File: src/rtl/mem_access_sequencer.sv
// Memory-port sequencer: one handshaked access per controller strobe rise,
// latching read data into IR or MDR, with timeout and sticky error.
module mem_access_sequencer #(
  parameter int ADDR_W  = 16,
  parameter int DATA_W  = 16,
  parameter int TIMEOUT = 8
) (
  input  logic              clk,
  input  logic              reset_n,
  input  logic              mem_read,
  input  logic              mem_write,
  input  logic              i_or_d,
  input  logic              ir_write,
  input  logic [ADDR_W-1:0] pc,
  input  logic [ADDR_W-1:0] alu_out,
  input  logic [DATA_W-1:0] wdata_in,
  output logic [ADDR_W-1:0] mem_addr,
  output logic              mem_rd_en,
  output logic              mem_wr_en,
  output logic [DATA_W-1:0] mem_wdata,
  input  logic [DATA_W-1:0] mem_rdata,
  input  logic              mem_ack,
  output logic [DATA_W-1:0] instr,
  output logic [DATA_W-1:0] mdr,
  output logic              busy,
  output logic              done,
  output logic              err
);

  typedef enum logic [1:0] {
    IDLE,
    ACCESS,
    DONE
  } state_t;

  state_t     state;
  state_t     state_nx;
  logic       req;
  logic       req_q;
  logic       both;
  logic       accept;
  logic       to_hit;
  logic [7:0] cnt;
  logic       kind_wr;
  logic       dest_ir;

  assign req    = mem_read | mem_write;
  assign both   = mem_read & mem_write;
  assign accept = (state == IDLE) && req && !req_q;
  assign to_hit = (cnt == 8'(TIMEOUT - 1));
  assign busy   = (state != IDLE);
  assign done   = (state == DONE);

  always_ff @(posedge clk or negedge reset_n) begin
    if (!reset_n) state <= IDLE;
    else          state <= state_nx;
  end

  always_comb begin
    state_nx = state;
    unique case (state)
      IDLE:    if (accept && !both) state_nx = ACCESS;
      ACCESS:  if (mem_ack || to_hit) state_nx = DONE;
      DONE:    state_nx = IDLE;
      default: state_nx = IDLE;
    endcase
  end

  always_ff @(posedge clk or negedge reset_n) begin
    if (!reset_n) begin
      req_q     <= 1'b0;
      cnt       <= '0;
      kind_wr   <= 1'b0;
      dest_ir   <= 1'b0;
      mem_addr  <= '0;
      mem_wdata <= '0;
      mem_rd_en <= 1'b0;
      mem_wr_en <= 1'b0;
      instr     <= '0;
      mdr       <= '0;
      err       <= 1'b0;
    end else begin
      req_q <= req;
      unique case (state)
        IDLE: begin
          if (accept && both) begin
            err <= 1'b1;
          end else if (accept) begin
            mem_addr  <= i_or_d ? alu_out : pc;
            mem_wdata <= wdata_in;
            kind_wr   <= mem_write;
            dest_ir   <= ir_write;
            cnt       <= '0;
            mem_rd_en <= mem_read;
            mem_wr_en <= mem_write;
          end
        end
        ACCESS: begin
          cnt <= cnt + 8'd1;
          // ack beats a simultaneous timeout
          if (mem_ack) begin
            mem_rd_en <= 1'b0;
            mem_wr_en <= 1'b0;
            if (!kind_wr && dest_ir)  instr <= mem_rdata;
            if (!kind_wr && !dest_ir) mdr   <= mem_rdata;
          end else if (to_hit) begin
            mem_rd_en <= 1'b0;
            mem_wr_en <= 1'b0;
            err       <= 1'b1;
          end
        end
        default: ;
      endcase
    end
  end

endmodule

File: config.mk
export PLATFORM = sky130hd
export DESIGN_NAME = mem_access_sequencer
export DESIGN_NICKNAME = d
export VERILOG_FILES = /design/src/rtl/mem_access_sequencer.sv
export SDC_FILE = /design/constraint.sdc
export NUM_CORES = 1
export LEC_CHECK = 0
export ABC_AREA = 0
export BUFFER_PORTS_ARGS = -buffer_cell sky130_fd_sc_hd__buf_2
export CORE_UTILIZATION = 48
export DETAILED_ROUTE_END_ITERATION = 12
export GPL_ROUTABILITY_DRIVEN = 1
export PLACE_DENSITY = 0.79
export SLEW_MARGIN = 20
export SYNTH_ARGS = -nofsm -noshare
export SYNTH_HDL_FRONTEND = slang
export SYNTH_SLANG_ARGS = --single-unit
export TNS_END_PERCENT = 50
File: constraint.sdc
create_clock -name clk -period 2.1 [get_ports clk]
set_clock_uncertainty 0.1 [all_clocks]
set_input_delay 0 -clock clk [delete_from_list [all_inputs] [get_ports clk]]
set_output_delay 0 -clock clk [all_outputs]
set_load 0.1 [all_outputs]
=== Yosys cells after proc, flatten, opt, wreduce, memory -nomap -nowiden ===
Index checks and enable logic that the tools add are counted.

* Register bits after elaboration: 80
* Bits of input ports: 71
* Output and inout port bits: 69
* Logic and storage cells: 67

* Add/sub/neg operators: 1
* Equality and inequality tests: 11
* Mux-type cells: 19
* Bitwise logic cells: 3
* Reductions and logical operators: 21

{| class="wikitable"
|+ Operators with widths
! kind !! count
|-
| 16-bit 2-to-1 mux || 1
|-
| 8-bit 2-to-1 mux || 2
|-
| 8-bit case mux with 2 select lines || 1
|-
| 3-bit AND reduction || 4
|-
| 2-bit inequality test, second input constant || 5
|-
| 1-bit 2-to-1 mux || 9
|-
| 8-bit by 1-bit adder with 8-bit output, second input constant || 1
|-
| 8-bit by 3-bit == test with 1-bit output, second input constant || 1
|-
| 4-bit AND reduction || 2
|-
| 1-bit logical AND || 6
|-
| 1-bit case mux with 2 select lines || 3
|-
| 1-bit logical NOT || 4
|-
| 2-bit 2-to-1 mux || 2
|-
| 2-bit by 1-bit inequality test with 1-bit output, second input constant || 2
|-
| 2-bit case mux with 2 select lines || 1
|-
| 2-bit nonzero test || 2
|-
| 3-bit inequality test, second input constant || 1
|-
| 2-bit by 1-bit == test with 1-bit output, second input constant || 1
|-
| 2-bit == test, second input constant || 1
|-
| 2-bit logical NOT || 1
|-
| 2-bit AND reduction || 1
|-
| 1-bit AND || 1
|-
| 1-bit logical OR || 1
|-
| 1-bit NOT || 1
|-
| 1-bit OR || 1
|}

=== Logic depth before layout (Yosys ltp) ===
* Word-level depth: 6
* Depth in mapped cells: 6
* Gate-level depth less buffers: 4

=== Least setup slack after synthesis ===
No wires, ideal clock.

* Kind: register -> output
* Start: reg state[0]
* End: out done
* Arrival time: 1.860 ns
* Required time: 2.000 ns
* Slack: 0.140 ns
* Cell stages (with the launch flop): 3
* Buffers on the path: 1
* Cell sequence: dfrtp_1 > buf_4 > nor2b_1

* Longest elaborated chain between the ends: 1

{| class="wikitable"
|+ RTL lines
! item !! line !! source
|-
| start: declaration || 36 || <nowiki>state_t state;</nowiki>
|-
| start signal: assignment || 56 || <nowiki>else state <= state_nx;</nowiki>
|-
| 2-bit == test || 52 || <nowiki>assign done = (state == DONE);</nowiki>
|-
| end: declaration || 26 || <nowiki>output logic done,</nowiki>
|}

Every way passes these cells.

=== Final worst setup path ===
* Start: reg state[0]
* End: reg err

* Longest elaborated chain between the ends: 6
* Elaborated cells between the ends (all ways): 11
* Those cells by class: eq/ne: 4; mux: 1; reduce/logical: 6

{| class="wikitable"
|+ RTL lines
! item !! line !! source
|-
| 2-bit logical NOT || 49, 84 ||
|-
| 1-bit logical AND (2 in a row) || 49 || <nowiki>assign accept = (state == IDLE) && req && !req_q;</nowiki>
|-
| 1-bit logical AND || 86 || <nowiki>if (accept && both) begin</nowiki>
|-
| 2-bit by 1-bit inequality test with 1-bit output (no line) || -- ||
|-
| 4-bit AND reduction (no line) || -- ||
|-
| end signal: assignment || 81 || <nowiki>err <= 1'b0;</nowiki>
|-
| end signal: assignment || 87 || <nowiki>err <= 1'b1;</nowiki>
|-
| end signal: assignment || 109 || <nowiki>err <= 1'b1;</nowiki>
|-
| end: declaration || 27 || <nowiki>output logic err</nowiki>
|}

Parallel ways exist; a longest one is shown, timed or not.
A chain may end at the register's enable or synchronous reset.

==> impl_results.html <==
<table>
<tr><th>Metric</th><th>Value</th></tr>
<tr><th colspan="2">Synthesis</th></tr>
<tr><td>Mean post-synth cell area</td><td>around 13 sq um</td></tr>
<tr><td>Proportion of register bits with asynchronous set or reset after synthesis</td><td>1.00</td></tr>
<tr><td>Post-Syn Nets</td><td>~340</td></tr>
<tr><td>Number of warning messages in the yosys log</td><td>0</td></tr>
<tr><td>Post-synth cell types</td><td>44</td></tr>
<tr><td>Sequential area share after synthesis</td><td>0.579</td></tr>
<tr><td>Mapped Area</td><td>3460 sq um</td></tr>
<tr><td>Ys flop type</td><td>sky130_fd_sc_hd__dfrtp_1</td></tr>
<tr><td>Post-synthesis sequential element count</td><td>80</td></tr>
<tr><td>Number of standard cells after synthesis</td><td>264</td></tr>
<tr><td>EDFF count, synth</td><td>0</td></tr>
<tr><th colspan="2">Detailed routing</th></tr>
<tr><td>Router iterations before antenna repair</td><td>4</td></tr>
<tr><td>Antenna Violating Nets Remaining</td><td>0</td></tr>
<tr><td>Drt drc</td><td>0</td></tr>
<tr><td>Vias per std cell</td><td>5.12</td></tr>
<tr><td>Wire per inst</td><td>around 16 um</td></tr>
<tr><td>Drt first-iter violations</td><td>85</td></tr>
<tr><td>Total via count after detailed routing</td><td>around 3,000</td></tr>
<tr><td>Wire length reported by the detailed router</td><td>~9 mm</td></tr>
<tr><th colspan="2">Timing</th></tr>
<tr><td>Final Hold Fails</td><td>0</td></tr>
<tr><td>Count of pins over their slew limit</td><td>0</td></tr>
<tr><td>Setup Total Neg Slack</td><td>0 ns</td></tr>
<tr><td>Endpoints failing setup</td><td>0</td></tr>
<tr><td>Maximum operating frequency</td><td>about 510 MHz</td></tr>
<tr><td>Unrepaired setup endpoints after global routing</td><td>no</td></tr>
<tr><td>Clock period minus final worst setup slack</td><td>1.98 ns</td></tr>
<tr><td>Period utilisation layout</td><td>0.941</td></tr>
<tr><td>Slew headroom</td><td>0.616</td></tr>
<tr><td>Worst Tran Pin Value</td><td>between 0.5 and 0.6 ns</td></tr>
<tr><td>Final worst hold slack</td><td>0.0747 ns</td></tr>
<tr><th colspan="2">Power</th></tr>
<tr><td>Fraction of power consumed by combinational cells</td><td>0.542</td></tr>
<tr><td>Register share of total power</td><td>0.291</td></tr>
<tr><td>Leakage power</td><td>roughly 2.5 nW</td></tr>
<tr><td>Switching power share of the total</td><td>0.556</td></tr>
<tr><td>Worst IR drop on VDD</td><td>around 0.0012 V</td></tr>
<tr><td>Power per cell area</td><td>1480 nW/um^2</td></tr>
<tr><td>Internal power summed over all cells</td><td>between 3 and 4 mW</td></tr>
<tr><td>P_sw</td><td>around 4.3 mW</td></tr>
<tr><td>Part of the power in the clock network</td><td>0.167</td></tr>
<tr><th colspan="2">Worst setup path</th></tr>
<tr><td>Endpoint kind of the worst setup timing path</td><td>register</td></tr>
<tr><td>Startpoint types</td><td>register</td></tr>
<tr><td>Data required time at the worst endpoint</td><td>2.23 ns</td></tr>
<tr><td>Kind of critical path</td><td>reg2reg</td></tr>
<tr><td>Highest fanout seen on the critical path</td><td>7</td></tr>
<tr><td>Arrival time at the worst endpoint</td><td>about 2.1 ns</td></tr>
<tr><th colspan="2">Global route</th></tr>
<tr><td>Global-route wire length before repair</td><td>14.6 mm</td></tr>
<tr><td>Vias in the first global route</td><td>~3,100</td></tr>
<tr><td>Antenna violations before repair</td><td>0</td></tr>
<tr><td>GRT Resource Usage Total</td><td>0.256</td></tr>
<tr><td>Pin count of the biggest net entering global routing</td><td>45</td></tr>
<tr><td>GR Overflow Total</td><td>0</td></tr>
<tr><th colspan="2">Floorplan</th></tr>
<tr><td>Die Footprint</td><td>approximately 7500 sq um</td></tr>
<tr><td>Die height</td><td>~87 um</td></tr>
<tr><td>Number of standard-cell rows in the floorplan</td><td>30</td></tr>
<tr><td>Width of the chip</td><td>86.9 um</td></tr>
<tr><td>Starting density of the core</td><td>0.503</td></tr>
<tr><td>Ports placed on the boundary</td><td>140</td></tr>
<tr><td>Core Area</td><td>a little under 7000 sq um</td></tr>
<tr><th colspan="2">Place</th></tr>
<tr><td>DPL Wire Length</td><td>approximately 5.6 mm</td></tr>
<tr><td>Count of input and output buffers</td><td>around 140</td></tr>
<tr><td>Placer Congestion</td><td>0.722</td></tr>
<tr><th colspan="2">Cells and area</th></tr>
<tr><td>Filler cells</td><td>between 400 and 500</td></tr>
<tr><td>Proportion of layout cells with a drive suffix above 1</td><td>0.454</td></tr>
<tr><td>Area growth from synthesis to layout</td><td>49.6%</td></tr>
<tr><td>Nets</td><td>roughly 550</td></tr>
<tr><td>Diodes inserted</td><td>0</td></tr>
<tr><td>Final Core Density</td><td>0.753</td></tr>
<tr><th colspan="2">Clock network</th></tr>
<tr><td>Clk_lat worst skew</td><td>roughly 0.35 ns</td></tr>
<tr><td>Resized cells post-CTS</td><td>0</td></tr>
<tr><td>Number of buffers on the longest clock path</td><td>2</td></tr>
<tr><td>H-tree levels</td><td>3</td></tr>
<tr><td>Cell chosen for the clock root</td><td>sky130_fd_sc_hd__clkbuf_8</td></tr>
<tr><td>Clock tree from TritonCTS</td><td>built</td></tr>
<tr><td>Clock-pin slew on the worst setup and hold paths</td><td>roughly 0.090 ns</td></tr>
<tr><td>CTS sink count</td><td>80</td></tr>
<tr><td>Number of CTS-inserted buffers</td><td>9</td></tr>
<tr><th colspan="2">Worst hold path</th></tr>
<tr><td>Path class of the lowest-slack min-delay path</td><td>in2async</td></tr>
<tr><th colspan="2">Run</th></tr>
<tr><td>Count of maximum capacitance violations</td><td>0</td></tr>
<tr><th colspan="2">Run status</th></tr>
<tr><td>Run status</td><td>finished, final reports clean</td></tr>
</table>
[power by group through the flow]
stage	Clock (mW)	Combinational, mW	Sequential [mW]
floorplan	0	0.567	5.03
finish	1.28	4.15	2.23
global placement	0	3.99	2.23
CTS	1.30	4.15	2.23
detailed placement	0	4.04	2.26
global route	1.36	4.28	2.29
[cell type report]
type | count | area (sq um) | area share
clock buffers | 9 | 124 | 0.0239
clock inverters | 7 | 104 | 0.0201
inverters | 3 | 11.3 | 0.00218
multi-input cells | 166 | 1340 | 0.259
flip-flops and latches | 80 | 2000 | 0.387
well taps | 96 | 120 | 0.0232
repair buffers | 217 | 1470 | 0.284
[synth_stat cells, drive strengths merged (2+ instances only)]
cell type / instances / area (sq um)
or3: 2 / 12.5
o21ai: 38 / 190
nand4b: 2 / 23.8
or2: 2 / 12.5
dfrtp: 80 / 2000
o31ai: 3 / 22.5
a21oi: 3 / 15.0
inv: 3 / 11.3
nand2: 11 / 41.3
clkbuf: 4 / 15.0
nor2: 4 / 22.5
a311o: 2 / 20.0
o211ai: 3 / 22.5
buf: 11 / 88.8
mux2i: 17 / 170
nand2b: 3 / 26.3
nand3: 2 / 10.0
nor3: 3 / 15.0
and2: 2 / 12.5
or4: 2 / 15.0
mux2: 49 / 552
nand4: 2 / 12.5
[state kept, by name, indices dropped and copies added (netlist names)]
| signal | cells |
|---|---|
| cnt | 8 |
| dest_ir | 1 |
| err | 1 |
| instr | 16 |
| kind_wr | 1 |
| mdr | 16 |
| mem_addr | 16 |
| mem_rd_en | 1 |
| mem_wdata | 16 |
| mem_wr_en | 1 |
| req_q | 1 |
| state | 2 |
[cell usage in the layout, fill, tap and decap left out, types with 3 or more instances in the layout]
| cell type | Yosys | routed |
|---|---|---|
| sky130_fd_sc_hd__mux2_2 | 49 | 49 |
| sky130_fd_sc_hd__nand2_1 | 11 | 11 |
| sky130_fd_sc_hd__buf_4 | 1 | 8 |
| sky130_fd_sc_hd__o21ai_0 | 37 | 37 |
| sky130_fd_sc_hd__inv_1 | 3 | 3 |
| sky130_fd_sc_hd__o211ai_1 | 3 | 3 |
| sky130_fd_sc_hd__buf_2 | 5 | 138 |
| sky130_fd_sc_hd__nor2_1 | 3 | 3 |
| sky130_fd_sc_hd__dfrtp_1 | 80 | 80 |
| sky130_fd_sc_hd__mux2i_1 | 17 | 17 |
| sky130_fd_sc_hd__a21oi_1 | 3 | 3 |
| sky130_fd_sc_hd__dlygate4sd3_1 | 0 | 70 |
| sky130_fd_sc_hd__o31ai_1 | 3 | 3 |
| sky130_fd_sc_hd__nor3_1 | 3 | 3 |
| sky130_fd_sc_hd__clkbuf_8 | 0 | 9 |
[routing by layer]
metal,global-route usage,vias up,routed length (um)
met4,0.138,0,365
met5,0,-,0
met1,0.283,1446,3530
met2,0.448,97,4650
li1,-,1385,-
met3,0.0701,32,432
[metrics by stage]
step	total power [mW]	cell area [sq um]	cells	setup slack (ns)
finish	7.66	5170	578	0.125
global route	7.94	5170	578	0.0322
CTS	7.68	5170	578	0.164
detailed placement	6.29	4240	492	0.245
global placement	6.22	4240	492	0.281
floorplan	5.60	3460	264	0.140
[final timing paths]
kind | cells past startpoint | from | end | slack [ns]
worst min register to register | 1 | instr[4] | instr[4] | 0.40
worst max register to register | 5 | state[0] | err | 0.12
min in group clk | 3 | wdata_in[7] | mem_wdata[7] | 0.32
worst min-delay path | 2 | reset_n | mem_wdata[3] | 0.07
worst max-delay path | 5 | state[0] | err | 0.12
max in group asynchronous | 3 | reset_n | mem_wdata[13] | 1.23
[critical path, cell delays in order (launching register included)]
cell	delay, ns
sky130_fd_sc_hd__dfrtp_1	0.44
sky130_fd_sc_hd__buf_4	0.18
sky130_fd_sc_hd__nor3_1	0.35
sky130_fd_sc_hd__a31oi_1	0.12
sky130_fd_sc_hd__dlygate4sd3_1	0.57
sky130_fd_sc_hd__o41ai_1	0.08
[repair_timing]
action                    CTS  global route
buffers inserted            0             0
hold endpoints to repair  152             0
hold buffers               70             0
[cells by family (layout without fill, tap and decap cells)]
| family | count (synthesis) | count (layout) | synth area share |
|---|---|---|---|
| multiplexers | 66 | 66 | 0.209 |
| buffers and inverters | 18 | 236 | 0.0333 |
| XOR/XNOR | 2 | 2 | 0.00507 |
| AO/OA/AOI/OAI | 56 | 56 | 0.0941 |
| AND/OR/NAND/NOR | 41 | 41 | 0.0760 |
| adder cells (fa/ha/maj) | 1 | 1 | 0.00362 |
| flip-flops | 80 | 80 | 0.579 |
Power figures use the tool's default switching activity.
